$ cat src/rtl/req_encoder_8x3.sv
`default_nettype none
// ============================================================================
//  Module      : req_encoder_8x3
//  Description : Sequential 8-to-3 encoder. Captures an 8-bit request vector
//                and emits the index of each set bit, lowest first, one code
//                per valid/ready transfer. Pulses done at the end of a batch,
//                empty on an all-zero load and load_err on a load while busy.
//  Revision    : 1.0 - initial release
// ============================================================================
module req_encoder_8x3 (
    input  logic       clk,
    input  logic       rst_n,
    input  logic       en,
    input  logic [7:0] req_in,
    input  logic       req_load,
    output logic [2:0] code_out,
    output logic       code_valid,
    input  logic       code_ready,
    output logic       busy,
    output logic       done,
    output logic       empty,
    output logic       load_err,
    output logic [3:0] count
);

    typedef enum logic [0:0] {
        S_IDLE = 1'b0,
        S_EMIT = 1'b1
    } state_t;

    state_t     r_state;
    state_t     w_state_nxt;

    logic [7:0] r_pending;
    logic [2:0] r_code;
    logic       r_valid;
    logic       r_busy;
    logic       r_done;
    logic       r_empty;
    logic       r_load_err;
    logic [3:0] r_count;

    logic [7:0] w_pending_nxt;
    logic [2:0] w_code_nxt;
    logic       w_valid_nxt;
    logic       w_busy_nxt;
    logic       w_done_nxt;
    logic       w_empty_nxt;
    logic       w_load_err_nxt;
    logic [3:0] w_count_nxt;

    logic       w_xfer;
    logic [7:0] w_code_onehot;
    logic [7:0] w_pending_left;

    // Index of the lowest set bit; scanning downwards lets the lowest win.
    function automatic logic [2:0] f_lowest(input logic [7:0] v);
        logic [2:0] idx;
        idx = 3'd0;
        for (int i = 7; i >= 0; i--) begin
            if (v[i]) begin
                idx = 3'(i);
            end
        end
        return idx;
    endfunction

    // The pending bit being served is cleared on each accepted transfer.
    assign w_xfer         = r_valid & code_ready;
    assign w_code_onehot  = 8'b0000_0001 << r_code;
    assign w_pending_left = r_pending & ~w_code_onehot;

    // State register; the FSM sits in EMIT for exactly the life of a batch.
    always_ff @(posedge clk) begin
        if (!rst_n) begin
            r_state <= S_IDLE;
        end else begin
            r_state <= w_state_nxt;
        end
    end

    // Next-state and next-output decode; abort takes priority over the
    // end-of-batch path, but a transfer in the abort cycle is still counted.
    always_comb begin
        w_state_nxt    = r_state;
        w_pending_nxt  = r_pending;
        w_code_nxt     = r_code;
        w_valid_nxt    = r_valid;
        w_busy_nxt     = r_busy;
        w_done_nxt     = 1'b0;
        w_empty_nxt    = 1'b0;
        w_load_err_nxt = 1'b0;
        w_count_nxt    = r_count;

        case (r_state)
            S_IDLE: begin
                if (en && req_load) begin
                    w_count_nxt = 4'd0;
                    if (req_in != 8'd0) begin
                        w_pending_nxt = req_in;
                        w_code_nxt    = f_lowest(req_in);
                        w_valid_nxt   = 1'b1;
                        w_busy_nxt    = 1'b1;
                        w_state_nxt   = S_EMIT;
                    end else begin
                        w_empty_nxt   = 1'b1;
                    end
                end
            end

            S_EMIT: begin
                w_load_err_nxt = req_load;

                if (w_xfer) begin
                    w_pending_nxt = w_pending_left;
                    w_count_nxt   = r_count + 4'd1;
                end

                if (!en) begin
                    w_pending_nxt = 8'd0;
                    w_valid_nxt   = 1'b0;
                    w_busy_nxt    = 1'b0;
                    w_state_nxt   = S_IDLE;
                end else if (w_xfer) begin
                    if (w_pending_left != 8'd0) begin
                        w_code_nxt  = f_lowest(w_pending_left);
                    end else begin
                        w_valid_nxt = 1'b0;
                        w_busy_nxt  = 1'b0;
                        w_done_nxt  = 1'b1;
                        w_state_nxt = S_IDLE;
                    end
                end
            end

            default: begin
                w_state_nxt = S_IDLE;
            end
        endcase
    end

    // Datapath and output registers; every output comes straight from a flop.
    always_ff @(posedge clk) begin
        if (!rst_n) begin
            r_pending  <= 8'd0;
            r_code     <= 3'd0;
            r_valid    <= 1'b0;
            r_busy     <= 1'b0;
            r_done     <= 1'b0;
            r_empty    <= 1'b0;
            r_load_err <= 1'b0;
            r_count    <= 4'd0;
        end else begin
            r_pending  <= w_pending_nxt;
            r_code     <= w_code_nxt;
            r_valid    <= w_valid_nxt;
            r_busy     <= w_busy_nxt;
            r_done     <= w_done_nxt;
            r_empty    <= w_empty_nxt;
            r_load_err <= w_load_err_nxt;
            r_count    <= w_count_nxt;
        end
    end

    assign code_out   = r_code;
    assign code_valid = r_valid;
    assign busy       = r_busy;
    assign done       = r_done;
    assign empty      = r_empty;
    assign load_err   = r_load_err;
    assign count      = r_count;

endmodule
`default_nettype wire

$ cat config.mk
export PLATFORM = sky130hd
export DESIGN_NAME = req_encoder_8x3
export DESIGN_NICKNAME = d
export VERILOG_FILES = /design/src/rtl/req_encoder_8x3.sv
export SDC_FILE = /design/constraint.sdc
export NUM_CORES = 1
export LEC_CHECK = 0
export BUFFER_PORTS_ARGS = -buffer_cell sky130_fd_sc_hd__clkbuf_2
export CAP_MARGIN = 20
export CORE_ASPECT_RATIO = 0.8
export CORE_MARGIN = 2
export CORE_UTILIZATION = 55
export CTS_CLUSTER_SIZE = 12
export DETAILED_ROUTE_END_ITERATION = 8
export PLACE_DENSITY = 0.77
export RECOVER_POWER = 25
export SLEW_MARGIN = 0
export SYNTH_ARGS = -nofsm -noshare
export SYNTH_HDL_FRONTEND = slang
export SYNTH_SLANG_ARGS = --single-unit
$ cat constraint.sdc
create_clock -name clk -period 2.3 [get_ports clk]
set_input_delay 0.23 -clock clk [delete_from_list [all_inputs] [get_ports clk]]
set_output_delay 0.23 -clock clk [all_outputs]
set_load 0.05 [all_outputs]
# ---- After elaboration in Yosys (flattened, before gate mapping)
# Index checks and enable logic that the tools add are counted.
dict set report totals {
  regBits 20
  latch_bits 0
  ram_bits 0
  romBits 0
  inputBits 13
  out_inout_bits 12
  word_cells 77
  mem_count 0
}
dict set report op_classes {
  addsub 1
  mul 0
  n_div 0
  magnitude_cmp 0
  n_eq_ne 7
  n_shift 1
  mux 44
  bitwise 6
  n_reduce_logical 10
}
# op count
set op_table {}
lappend op_table {{two-way mux 3 bit} 21}
lappend op_table {{two-way mux 8 bit} 4}
lappend op_table {{one-hot mux 8 bit (2 select lines)} 1}
lappend op_table {{nonzero test 8 bit} 2}
lappend op_table {{two-way mux 1 bit} 12}
lappend op_table {{bitwise AND 8 bit} 1}
lappend op_table {{two-way mux 4 bit} 2}
lappend op_table {{NOT 8 bit} 1}
lappend op_table {{one-hot mux 4 bit (2 select lines)} 1}
lappend op_table {{AND reduction 4 bit} 2}
lappend op_table {{left shift 1 x 3 -> 8 bit, first input constant} 1}
lappend op_table {{!= test 2 bit, second input constant} 3}
lappend op_table {{one-hot mux 3 bit (2 select lines)} 1}
lappend op_table {{AND reduction 5 bit} 1}
lappend op_table {{adder 4 x 1 -> 4 bit, second input constant} 1}
lappend op_table {{!= test 2 x 1 -> 1 bit, second input constant} 2}
lappend op_table {{one-hot mux 1 bit (2 select lines)} 2}
lappend op_table {{AND reduction 2 bit} 2}
lappend op_table {{!= test 3 x 2 -> 1 bit, second input constant} 1}
lappend op_table {{!= test 3 bit, second input constant} 1}
lappend op_table {{NOT 1 bit} 3}
lappend op_table {{AND reduction 3 bit} 1}
lappend op_table {{OR reduction 3 bit} 1}
lappend op_table {{bitwise AND 1 bit} 1}
lappend op_table {{logical AND 1 bit} 1}

# ---- Logic depth before layout (Yosys ltp)
dict set report logic_depth {
  word_depth 15
  depth_mapped 7
  ltp_nobuf 5
}

# ---- Worst setup path after synthesis
# OpenSTA, ideal clock, no wires.
dict set report synth_path {
  kind {register -> register}
  from {register r_code[0], in the netlist code_out[0]}
  to {register r_code[2], in the netlist code_out[2]}
  setup_time_ns 0.122
  t_arrival_ns 2.034
  t_required_ns 2.178
  setup_slack_ns 0.145
  path_stages_with_launch 7
  path_buffers 1
  synth_period_minus_slack_ns 2.155
  cell_sequence {dfxtp_1 buf_6 mux2_4 o22a_1 or4_1 o32a_1 o311a_1}
}
dict set report synth_between {
  elab_chain_len 15
  elab_cells_between_ends 18
  classes_between {eq/ne: 1; shift: 1; mux: 12; bitwise: 2; reduce/logical: 2}
}
# item line_no
set synth_rtl {}
lappend synth_rtl {{start: declaration} 35} ;# logic [2:0] r_code;
lappend synth_rtl {{start signal: assignment} 155} ;# r_code <= w_code_nxt;
lappend synth_rtl {{left shift 1 x 3 -> 8 bit (*)} 70} ;# assign w_code_onehot = 8'b0000_0001 << r_code;
lappend synth_rtl {{NOT 8 bit (*)} 71} ;# assign w_pending_left = r_pending & ~w_code_onehot;
lappend synth_rtl {{bitwise AND 8 bit (*)} 71}
lappend synth_rtl {{two-way mux 3 bit (8 in a row)} 61} ;# if (v[i]) begin
lappend synth_rtl {{two-way mux 3 bit} 125} ;# if (w_pending_left != 8'd0) begin
lappend synth_rtl {{two-way mux 3 bit} 124} ;# end else if (w_xfer) begin
lappend synth_rtl {{two-way mux 3 bit} 119} ;# if (!en) begin
lappend synth_rtl {{one-hot mux 3 bit (2 select lines)} 95} ;# case (r_state)
# Every way passes the cells marked *; elsewhere a longest branch is shown, timed or not. The select of a mux whose other input is x is not followed.
# A chain may end at the register's enable or synchronous reset.

# ---- Final worst setup path
# Same ends and word-level chain as after synthesis.

==> summary.md <==
| Metric | Value |
|---|---|
| Worst-Margin Slew | 0.6014 ns |
| Core area | 2442 µm² |
| Num rows | 16 |
| Slew margin rel. | 0.6008 |
| Synth top area share | 0.2839 |
| DRC violations left | 0 |
| Max-slew violation count | 0 |
| Pre-CTS WS | 0.3570 ns |
| Max cap viols | 0 |
| Cts bufs inserted | 3 |
| Peak supply drop | 0.3532 mV |
| Largest cells by area after synthesis | dfxtp_1 (28%), o21ai_0 (5.0%), nor2_1 (4.3%) |
| Post-synth EDFFs | 0 |
| Cells on worst reg2reg path | 5 |
| Crit share post-route | 0.8670 |
| First-pass GRT wire length | 6.189 mm |
| Worst setup path category | reg -> reg |
| Post-synthesis cell type count | 55 |
| Critical Path AT | 2.19 ns |
| Post-CTS setup repair buffer count | 0 |
| Fin. Hold Viols | 0 |
| Share of post-route cells with drive strength above 1 | 0.2169 |
| Synth cell count leaders | dfxtp_1 (20), nor2_1 (16), o21ai_0 (14) |
| Mapped cell area | 1410 µm² |
| DIE WIDTH | 60.61 µm |
| Total die area | 2987 µm² |
| DRT Pass-1 Iters | 5 |
| Max Clock Freq | 501.5 MHz |
| RD Place Congestion | 0.9309 |
| Hold Path Class | in -> reg |
| Fin crit period | 1.994 ns |
| Final wirelength | 3.632 mm |
| Num ports | 25 |
| Syn Inst Count | 169 |
| Startpoint types | flip-flop |
| Setup Viol. Count Final | 0 |
| Vias in the first global route | 1295 |
| H-Tree Depth | 1 |
| Die Y-Extent | 49.29 µm |
| Root Buffer | clkbuf_4 |
| Iter 0 DRT Violations | 106 |
| Hold depth | 2 |
| Area Overhead vs Synth | 10.03% |
| Sequential element share of the synthesized area | 0.2839 |
| Tot GR Track Use | 0.2696 |
| Status | finished, final reports clean |
| Top-count cell post-synth | dfxtp_1 |
| Vias | 1418 |
| Vias/cell | 6.302 |
| Clock Skew | 0.002924 ns |
| Fin nets | 205 |
| Clock Sinks | 20 |
| Hold bufs inserted after CTS | 0 |
| Detailed Place HPWL | 2.707 mm |
| CTS max path bufs | 2 |
| WP data required | 2.50 ns |
| Final setup TNS | 0 ns |
| CTS clk-pin slew, worst paths | 0.11 ns |
| FF+latch count, synth | 20 |
| Fin worst setup slack | 0.3059 ns |
| Post-CTS sizing | 0 |
| Fin area | 1551 µm² |
| PwrDens | 507.8 nW/µm² |
| Dpl cells | 222 |
| GRT overflow | 0 |
| Average wire per standard cell | 16.14 µm |
| IO buf count | 24 |
| Synth warn | 0 |
| Initial antenna violation count | 0 |
| CTS tree | built |
| Most used flip-flop cell after synthesis | dfxtp_1 |
| Final Util | 0.6352 |
| Share of synthesized flip-flops with an asynchronous set or reset | 0 |
| Layout Cells excl Fill | 225 |
| Antenna Nets Post-Route | 0 |
| Syn_area_per_cell | 8.344 µm² |
| Crit Path Max Fanout | 13 |
| RSZ-0062 raised after global routing | no |
| CP endpoint kind | flip-flop |
| Placed cell area | 1536 µm² |
| Worst-Skew Late Latency | 0.30 ns |
| FILL cells | 238 |
| LEAKAGE | 0.5992 nW |
| Initial Util | 0.5774 |
| Antenna diodes | 0 |
| Post-Syn Nets | 183 |
| Cell taking the most area after synthesis | dfxtp_1 |
| Largest net degree at the start of global routing | 22 |
-- layout by cell type, fill, tap and decap left out, types with 3 or more instances in the layout --
cell and n:
inv_1 5, and3_1 4, clkbuf_2 18, dfxtp_1 20, nor4_1 3, o21ai_0 14, a21boi_0 5, nor2b_1 4
buf_4 5, a31oi_1 4, nand2b_1 4, clkbuf_1 6, nor2_1 16, o21ai_2 3, a21oi_1 10, clkbuf_4 3
nand2_1 13
-- through the flow --
stage / hold WS, ns / power (mW)
floorplan: 0.3749 / 0.5635
global placement: 0.4364 / 0.6163
detailed placement: 0.4513 / 0.6221
CTS: 0.1893 / 0.7859
global route: 0.2100 / 0.8304
finish: 0.1956 / 0.7878
-- layout make-up --
| class | instances | area [µm²] | share of cell area |
|---|---|---|---|
| tap | 36 | 45.04 | 0.02903 |
| multi-input combinational | 132 | 914.6 | 0.5895 |
| clock buffer | 3 | 22.52 | 0.01452 |
| timing repair buffer | 29 | 150.1 | 0.09677 |
| inverter | 5 | 18.77 | 0.01210 |
| sequential | 20 | 400.4 | 0.2581 |
-- cell families (layout without fill, tap and decap cells) --
family,Yosys count,in the layout,synth area share
and+or+nand+nor,66,66,0.2839
AOI/OAI and AO/OA,61,61,0.3248
DFF,20,20,0.2839
buffers and inverters,17,37,0.06743
muxes,3,3,0.02484
adders and majority gates,1,1,0.008872
xor gates and xnor gates,1,1,0.006212
-- state kept, by name, indices dropped and copies added (netlist names) --
register / flops
busy: 1
code_out: 3
empty: 1
r_pending: 8
r_state: 1
done: 1
count: 4
load_err: 1
-- critical path: stages, from the launching register on --
cell and delay, ns:
dfxtp_1 0.58, mux2_4 0.34, o22a_1 0.20, or4_1 0.48, o32a_1 0.18, o311a_1 0.12
-- metal layers --
metal,vias up,global-route usage,share of wire
li1,682,-,-
met1,673,0.4095,0.47
met2,59,0.3871,0.44
met3,4,0.04775,0.078
met4,0,0.07246,0.011
met5,-,0,0
-- power breakdown --
part / switching (mW) / internal [mW]
Sequential: 0.0222 / 0.361
Clock: 0.108 / 0.0611
Combinational: 0.143 / 0.0927
Total: 0.273 / 0.515
-- path summary, 6_finish.rpt --
check                                  from     endpoint  slack, ns
worst max-delay path            code_out[0]  code_out[2]       0.31
worst min-delay path               req_load     load_err       0.20
worst max register to register  code_out[0]  code_out[2]       0.31
worst min register to register     count[3]     count[3]       0.47
No activity file was read; power rests on OpenSTA's default activity.
